### src/rtl/audio_i2s_tx.sv
// audio_i2s_tx: single-clock I2S transmitter for the WM8731 DAC.
// Buffers 32-bit stereo samples {L,R} in a small FIFO, derives BCLK/LRCK
// from m_clock and shifts out 16-bit data in standard I2S framing
// (64 BCLKs per frame, one-BCLK data delay after each LRCK edge).
// Optional build macro: I2S_MONO_MIX_EN -- when defined, each popped sample
// is mixed to mono, (L+R)>>>1, and the result is played in both slots.
module audio_i2s_tx #(
    parameter int HALF_DIV = 12,
    parameter int FIFO_AW  = 2
) (
    input  logic               m_clock,
    input  logic               p_reset,
    input  logic               sample_valid,
    input  logic [31:0]        sample_data,
    input  logic               clr_status,
    output logic               frame_tick,
    output logic [FIFO_AW:0]   fifo_level,
    output logic               underrun,
    output logic               overflow,
    output logic               aud_bclk,
    output logic               aud_lrck,
    output logic               aud_dacdat
);

    localparam int               DEPTH      = 1 << FIFO_AW;
    localparam logic [7:0]       DIV_LAST   = 8'(HALF_DIV - 1);
    localparam logic [FIFO_AW:0] LEVEL_FULL = (FIFO_AW + 1)'(DEPTH);

    logic [7:0]         div_cnt_reg;
    logic [5:0]         bit_cnt_reg;
    logic [5:0]         bit_cnt_next;
    logic               bclk_reg;
    logic               lrck_reg;
    logic               dacdat_reg;
    logic               tick_reg;
    logic               underrun_reg;
    logic               overflow_reg;
    logic [31:0]        frame_reg;
    logic [31:0]        fifo_mem [DEPTH];
    logic [FIFO_AW-1:0] wr_ptr_reg;
    logic [FIFO_AW-1:0] rd_ptr_reg;
    logic [FIFO_AW:0]   level_reg;
    logic [FIFO_AW:0]   level_next;

    logic               bclk_toggle;
    logic               bclk_fall;
    logic               frame_start;
    logic               fifo_empty;
    logic               fifo_full;
    logic               pop;
    logic               push;
    logic               drop;
    logic [31:0]        head_word;
    logic [31:0]        load_word;
    logic [4:0]         bit_idx;
    logic               bit_active;
    logic               dacdat_next;

    // Divider terminal count, frame start and FIFO push/pop arbitration.
    // A pop in the same cycle frees a slot, so a push to a full FIFO is
    // accepted then; a pop on an empty FIFO never sees the same-cycle push.
    always_comb begin
        bclk_toggle  = (div_cnt_reg == DIV_LAST);
        bclk_fall    = bclk_toggle && bclk_reg;
        bit_cnt_next = bit_cnt_reg + 6'd1;
        frame_start  = bclk_fall && (bit_cnt_reg == 6'd63);
        fifo_empty   = (level_reg == '0);
        fifo_full    = (level_reg == LEVEL_FULL);
        pop          = frame_start && !fifo_empty;
        push         = sample_valid && (!fifo_full || pop);
        drop         = sample_valid && fifo_full && !pop;
        level_next   = level_reg + (FIFO_AW + 1)'(push) - (FIFO_AW + 1)'(pop);
    end

    assign head_word = fifo_mem[rd_ptr_reg];

`ifdef I2S_MONO_MIX_EN
    logic signed [16:0] mix_sum;

    // Mono mix: 17-bit signed sum of both channels, halved arithmetically.
    always_comb begin
        mix_sum   = $signed({head_word[31], head_word[31:16]})
                  + $signed({head_word[15], head_word[15:0]});
        load_word = {mix_sum[16:1], mix_sum[16:1]};
    end
`else
    assign load_word = head_word;
`endif

    // Serial bit select for the bit slot being entered on this falling edge:
    // slots 1..16 carry L MSB-first, 33..48 carry R MSB-first, others are 0.
    always_comb begin
        bit_active = 1'b0;
        bit_idx    = 5'd0;
        if (bit_cnt_next >= 6'd1 && bit_cnt_next <= 6'd16) begin
            bit_active = 1'b1;
            bit_idx    = 5'(6'd32 - bit_cnt_next);
        end else if (bit_cnt_next >= 6'd33 && bit_cnt_next <= 6'd48) begin
            bit_active = 1'b1;
            bit_idx    = 5'(6'd48 - bit_cnt_next);
        end
        dacdat_next = bit_active && frame_reg[bit_idx];
    end

    // FIFO storage: plain write port, no reset so it maps onto RAM.
    always_ff @(posedge m_clock) begin
        if (!p_reset && push) begin
            fifo_mem[wr_ptr_reg] <= sample_data;
        end
    end

    // Clock generation, serializer, FIFO pointers and sticky status.
    always_ff @(posedge m_clock) begin
        if (p_reset) begin
            div_cnt_reg  <= '0;
            bit_cnt_reg  <= 6'd63;
            bclk_reg     <= 1'b0;
            lrck_reg     <= 1'b0;
            dacdat_reg   <= 1'b0;
            tick_reg     <= 1'b0;
            underrun_reg <= 1'b0;
            overflow_reg <= 1'b0;
            frame_reg    <= '0;
            wr_ptr_reg   <= '0;
            rd_ptr_reg   <= '0;
            level_reg    <= '0;
        end else begin
            tick_reg <= frame_start;

            if (bclk_toggle) begin
                div_cnt_reg <= '0;
                bclk_reg    <= ~bclk_reg;
            end else begin
                div_cnt_reg <= div_cnt_reg + 8'd1;
            end

            if (bclk_fall) begin
                bit_cnt_reg <= bit_cnt_next;
                lrck_reg    <= bit_cnt_next[5];
                dacdat_reg  <= dacdat_next;
            end

            if (pop) begin
                frame_reg  <= load_word;
                rd_ptr_reg <= rd_ptr_reg + FIFO_AW'(1);
            end
            if (push) begin
                wr_ptr_reg <= wr_ptr_reg + FIFO_AW'(1);
            end
            level_reg <= level_next;

            if (frame_start && fifo_empty) begin
                underrun_reg <= 1'b1;
            end else if (clr_status) begin
                underrun_reg <= 1'b0;
            end

            if (drop) begin
                overflow_reg <= 1'b1;
            end else if (clr_status) begin
                overflow_reg <= 1'b0;
            end
        end
    end

    assign frame_tick = tick_reg;
    assign fifo_level = level_reg;
    assign underrun   = underrun_reg;
    assign overflow   = overflow_reg;
    assign aud_bclk   = bclk_reg;
    assign aud_lrck   = lrck_reg;
    assign aud_dacdat = dacdat_reg;

endmodule

### config.mk
export PLATFORM = sky130hd
export DESIGN_NAME = audio_i2s_tx
export DESIGN_NICKNAME = d
export VERILOG_FILES = /design/src/rtl/audio_i2s_tx.sv
export SDC_FILE = /design/constraint.sdc
export NUM_CORES = 1
export LEC_CHECK = 0
export BUFFER_PORTS_ARGS = -buffer_cell sky130_fd_sc_hd__buf_2
export CAP_MARGIN = 25
export CORE_UTILIZATION = 24
export DETAILED_ROUTE_END_ITERATION = 10
export PLACE_DENSITY = 0.39
export SYNTH_ARGS = -nofsm -noshare
export SYNTH_HDL_FRONTEND = slang
export SYNTH_SLANG_ARGS = --single-unit
### constraint.sdc
create_clock -name m_clock -period 7.8 [get_ports m_clock]
set_clock_uncertainty 0.05 [all_clocks]
set_input_delay 0.78 -clock m_clock [delete_from_list [all_inputs] [get_ports m_clock]]
set_output_delay 0.78 -clock m_clock [all_outputs]
set_load 0.02 [all_outputs]
# ---- Word level (Yosys, flattened, before mapping)
# Memory sizes are Yosys's and may differ from the RTL's. A register that Yosys moved wholly into a read port is not among the register bits.
# Index checks and enable logic that the tools add are counted.
dict set report totals {
  ff_bits 27
  latch_bits 0
  ramBits 128
  rom_bits 0
  in_bits 36
  mem_count 1
}
# memory depth width rd rd_clocked_by_memory_dff write_ports line
set memory_table {}
lappend memory_table {fifo_mem 4 32 1 1 1 39} ;# logic [31:0] fifo_mem [DEPTH];
dict set report op_classes {
  addsub 8
  n_mul 0
  n_div 0
  magnitude_cmp 5
  n_eq_ne 3
  shift 0
  mux 11
  bitwise 1
  reduce_logical 20
}
# op n
set ops {}
lappend ops {{$logic_and 1x1->1} 11}
lappend ops {{$mux 5} 2}
lappend ops {{$add 8x1->8 const B} 1}
lappend ops {{$eq 8x4->1 const B} 1}
lappend ops {{$mux 1} 8}
lappend ops {{$add 6x1->6 const B} 1}
lappend ops {{$eq 6x6->1 const B} 1}
lappend ops {{$ge 6x1->1 const B} 1}
lappend ops {{$ge 6x6->1 const B} 1}
lappend ops {{$le 6x5->1 const B} 1}
lappend ops {{$le 6x6->1 const B} 1}
lappend ops {{$lt 5x6->1 const B} 1}
lappend ops {{$bmux 1 s5} 1}
lappend ops {{$sub 1x5->5 const A} 1}
lappend ops {{$sub 5x5->5 const A} 1}
lappend ops {{$add 2x1->2 const B} 2}
lappend ops {{$logic_not 1->1} 4}
lappend ops {{$reduce_bool 2->1} 2}
lappend ops {{$add 3x1->3} 1}
lappend ops {{$eq 3x3->1 const B} 1}
lappend ops {{$logic_not 3->1} 1}
lappend ops {{$sub 3x1->3} 1}
lappend ops {{$reduce_or 2->1} 1}
lappend ops {{$logic_or 1x1->1} 1}
lappend ops {{$not 1->1} 1}

# ---- Logic depth before layout (Yosys ltp)
dict set report logic_depth {
  depth_word 9
  ltp_mapped 15
  depth_no_buf 14
}

# ---- Worst setup path after synthesis
# Ideal clock, no wire load.
dict set report synth_timing {
  path_type {register -> register}
  from {register div_cnt_reg[2]}
  to {memory fifo_mem[0][0], enable pin}
  arrival_ns 2.760
  slack_ns 4.598
  stages_incl_launch_ff 10
  n_path_buf 1
  synth_period_minus_slack_ns 3.202
  cell_sequence {dfxtp_1 -> or4_4 -> nor3_4 -> and2_1 -> buf_2 -> nand3_1 -> nand3_1 -> nand2_1 -> nor2_1 -> and2_1}
}
dict set report synth_between {
  elab_chain_len 9
}
# element line
set synth_lines {}
lappend synth_lines {{start: declaration} 29} ;# logic [7:0] div_cnt_reg;
lappend synth_lines {{start signal: assignment} 134} ;# div_cnt_reg <= div_cnt_reg + 8'd1;
lappend synth_lines {{$eq 8x4->1} 63} ;# bclk_toggle = (div_cnt_reg == DIV_LAST);
lappend synth_lines {{$logic_and 1x1->1} 64} ;# bclk_fall = bclk_toggle && bclk_reg;
lappend synth_lines {{$logic_and 1x1->1} 66} ;# frame_start = bclk_fall && (bit_cnt_reg == 6'd63);
lappend synth_lines {{$logic_and 1x1->1} 69} ;# pop = frame_start && !fifo_empty;
lappend synth_lines {{$logic_or 1x1->1} 70} ;# push = sample_valid && (!fifo_full || pop);
lappend synth_lines {{$logic_and 1x1->1} 70}
lappend synth_lines {{$logic_and 1x1->1} 107} ;# if (!p_reset && push) begin
lappend synth_lines {{$mux 1} 107}
lappend synth_lines {{$mux 1 (not written as such)} 108} ;# fifo_mem[wr_ptr_reg] <= sample_data;
lappend synth_lines {{end: declaration} 39}
# No other way between the ends.

# ---- Worst setup path in the final report
dict set report layout_timing {
  from {register bit_cnt_reg[0]}
  to {register level_reg[2] (netlist: fifo_level[2])}
}
dict set report layout_between {
  elab_chain_len 7
}
# element line
set layout_lines {}
lappend layout_lines {{start: declaration} 30} ;# logic [5:0] bit_cnt_reg;
lappend layout_lines {{start signal: assignment} 138} ;# bit_cnt_reg <= bit_cnt_next;
lappend layout_lines {{$eq 6x6->1 (*)} 66}
lappend layout_lines {{$logic_and 1x1->1 (*)} 66}
lappend layout_lines {{$logic_and 1x1->1 (*)} 69}
lappend layout_lines {{$logic_or 1x1->1} 70}
lappend layout_lines {{$logic_and 1x1->1} 70}
lappend layout_lines {{$add 3x1->3} 72} ;# level_next = level_reg + (FIFO_AW + 1)'(push) - (FIFO_AW + 1)'(pop);
lappend layout_lines {{$sub 3x1->3 (*)} 72}
lappend layout_lines {{end signal: assignment} 150} ;# level_reg <= level_next;
lappend layout_lines {{end: declaration} 42} ;# logic [FIFO_AW:0] level_reg;
# Every way passes the cells marked *; elsewhere a longest branch is shown, timed or not.
# A chain may end at the register's enable or synchronous reset.

==> impl_metrics.ini <==
[status]
status = complete, no violations

[sta]
setup_viol = 0
hold_viol_final = 0
max_freq_mhz = 292
finalCriticalPeriod_ns = 3.43
fin_setup_tns_ns = 0
hold_ws_ns = 0.403
maxSlewHeadroom = 0.493
rsz0062_at_grt = false
period_share = 0.439
drv_slew = 0
worstMarginPinSlew_ns = 0.760

[finish]
antenna_cells = 0
nFillCells = 3129
final-instance-count-excl-fill = 985
drive_gt1_frac = 0.224
nets = 622
areaGrowthSynthToFinish_pct = 16.0
largest_reg_flops = 128

[die]
core_area_um2 = 30900
io_pins = 45
fp.dieArea_um2 = 32400
floorplan.rows = 64
fp.dieH_um = 180
die_x_um = 180
start_util = 0.246

[route]
wirelength_um = 15900
vias = 4336
avgRoutedWirePerCell_um = 16.1
drt-pass1-iter-count = 4
vias_per_cell = 4.40
drtAntennaViolNets = 0
post-route-drc-count = 0
drtIter0Drc = 184

[clock_network]
cts.repair.resized = 0
cts_buffers = 17
cts_tree = done
clock_sinks = 187
post-cts-setup-buffer-count = 0
clk_pin_slew_ns = 0.07
cts_buffer_depth = 2
clockRootBuffer = clkbuf_16
clk_latency_ns = 0.42
ctsHoldBuffers = 0
htree_levels = 4

[yosys]
syn-instance-count = 533
yosys.area.top_type = edfxtp_1
synth.distinct_cells = 59
synth_ff_type = edfxtp_1
yosysMostFrequentCell = edfxtp_1
async_flop_share = 0
synth_area_per_cell_um2 = 14.3
syn-cell-area_um2 = 7610
synthTopCellsByCount = edfxtp_1 (128), nand2_1 (78), dfxtp_1 (59), a21oi_1 (37), mux4_2 (32)
synth_top_area_share = 0.505
ys_seq_elements = 187
synth_warnings = 0
synth.area.top_cells = edfxtp_1 (50%), dfxtp_1 (16%), mux4_2 (9.5%)
synth_seq_area_share = 0.660
synth_fp_nets = 579
synth_enable_flop_cells = 128

[pwr]
p_clk_frac = 0.418
p_sw_frac = 0.230
total_power_mw = 2.12
p_per_area_nw_per_um2 = 240
p_comb_frac = 0.054
p_leak_nw = 2.92
intPower_mw = 1.63
peakVddDrop_uv = 118
p_sw_uw = 488
seq_power_share = 0.528

[setup_path]
start_kind = flip-flop
critPathArrivalTime_ns = 3.67
crit_fanout = 21
end_kind = flip-flop
required_ns = 8.05
crit_type = flip-flop to flip-flop
rrSetupSlack_ns = 4.37
worstPathCellList = ha_1 > and4_1 > nand3_1 > nand3_1 > nand2_1 > o21bai_1 > ha_1 > inv_1 > fa_1 > xor2_1 > xnor2_1 > nor2_1
worst_path_max_delay_cell = dfxtp_1
cpPeakStageDelay_ns = 0.77

[job]
cap_violations = 0

[grt]
grtUsageTotal = 0.103
antenna_found_initial = 0
grt_pass1_wl_um = 25500
grt_pass1_vias = 4464
grt_start_max_net_pins = 49
overflow = 0

[worst_hold_path]
hold_path.class = flip-flop to flip-flop

[place]
gp_congestion = 0.756
port_buffers = 44
placed_cells = 953
dpl.hpwl_um = 10200
cell usage in the layout (no fill, tap or decap), types with 9 or more instances in the layout:
cell type / count
dfxtp_1: 58
ha_1: 9
nand3_1: 14
nand2_1: 78
buf_2: 44
a21oi_1: 37
clkbuf_16: 17
nor2_1: 30
edfxtp_1: 128
inv_1: 12
mux4_2: 32
xnor2_1: 10
cell type report:
class,instances,area (µm²),area share
clock buffer,17,425,0.0482
clock inverter,15,176,0.0200
inverter,12,45.0,0.00510
multi-input combinational,305,2360,0.268
sequential,187,5030,0.569
tap,396,495,0.0561
timing repair buffer,53,295,0.0334
power groups by stage:
stage               logic, mW  registers, mW  clock network [mW]
floorplan              0.0641           1.15                   0
finish                  0.115           1.12               0.887
global placement        0.117           1.14                   0
detailed placement      0.119           1.14                   0
CTS                     0.119           1.12               0.915
global route            0.128           1.12               0.954
worst max-delay path: cells and delay by family (launching register included):
kind	cells	cell delay (ns)
fa+ha+maj	3	1.08
buf+inv	1	0.05
compound gates	1	0.20
simple gates	5	0.85
xor+xnor	2	0.30
flops	1	0.77
path summary, 6_finish.rpt:
kind | start | end | cells after the start
worst min-delay path | frame_reg[29]$_SDFFE_PP0P_ | frame_reg[29]$_SDFFE_PP0P_ | 2
worst max register to register | bit_cnt_reg[0]$_SDFFE_PP1P_ | fifo_level[2]$_SDFF_PP0_ | 12
worst min register to register | frame_reg[29]$_SDFFE_PP0P_ | frame_reg[29]$_SDFFE_PP0P_ | 2
worst max-delay path | bit_cnt_reg[0]$_SDFFE_PP1P_ | fifo_level[2]$_SDFF_PP0_ | 12
per-stage QoR:
| stage | util | instance area (µm²) | setup slack [ns] |
|---|---|---|---|
| 3_5_place_dp | 0.266 | 8230 | 4.39 |
| 6_report | 0.286 | 8830 | 4.37 |
| 5_1_grt | 0.286 | 8830 | 4.07 |
| 2_1_floorplan | - | 7610 | 4.60 |
| 4_1_cts | 0.286 | 8830 | 4.37 |
| 3_3_place_gp | 0.266 | 8210 | 4.45 |
routing by layer:
metal	global-route usage	wire length [µm]	up-vias
li1	-	-	2067
met1	0.133	7420	2188
met2	0.172	7850	67
met3	0.0220	396	14
met4	0.0318	232	0
met5	0	0	-
logic make-up (layout without fill, tap and decap cells):
logic type | Yosys count | in the layout | share of synthesized area
DFF | 187 | 187 | 0.660
muxes | 38 | 38 | 0.103
buffers and inverters | 41 | 97 | 0.0293
adders and majority gates | 10 | 10 | 0.0174
xor gates and xnor gates | 18 | 18 | 0.0207
AOI/OAI and AO/OA | 73 | 73 | 0.0616
and+or+nand+nor | 166 | 166 | 0.108
No activity file was read; power rests on OpenSTA's default activity.
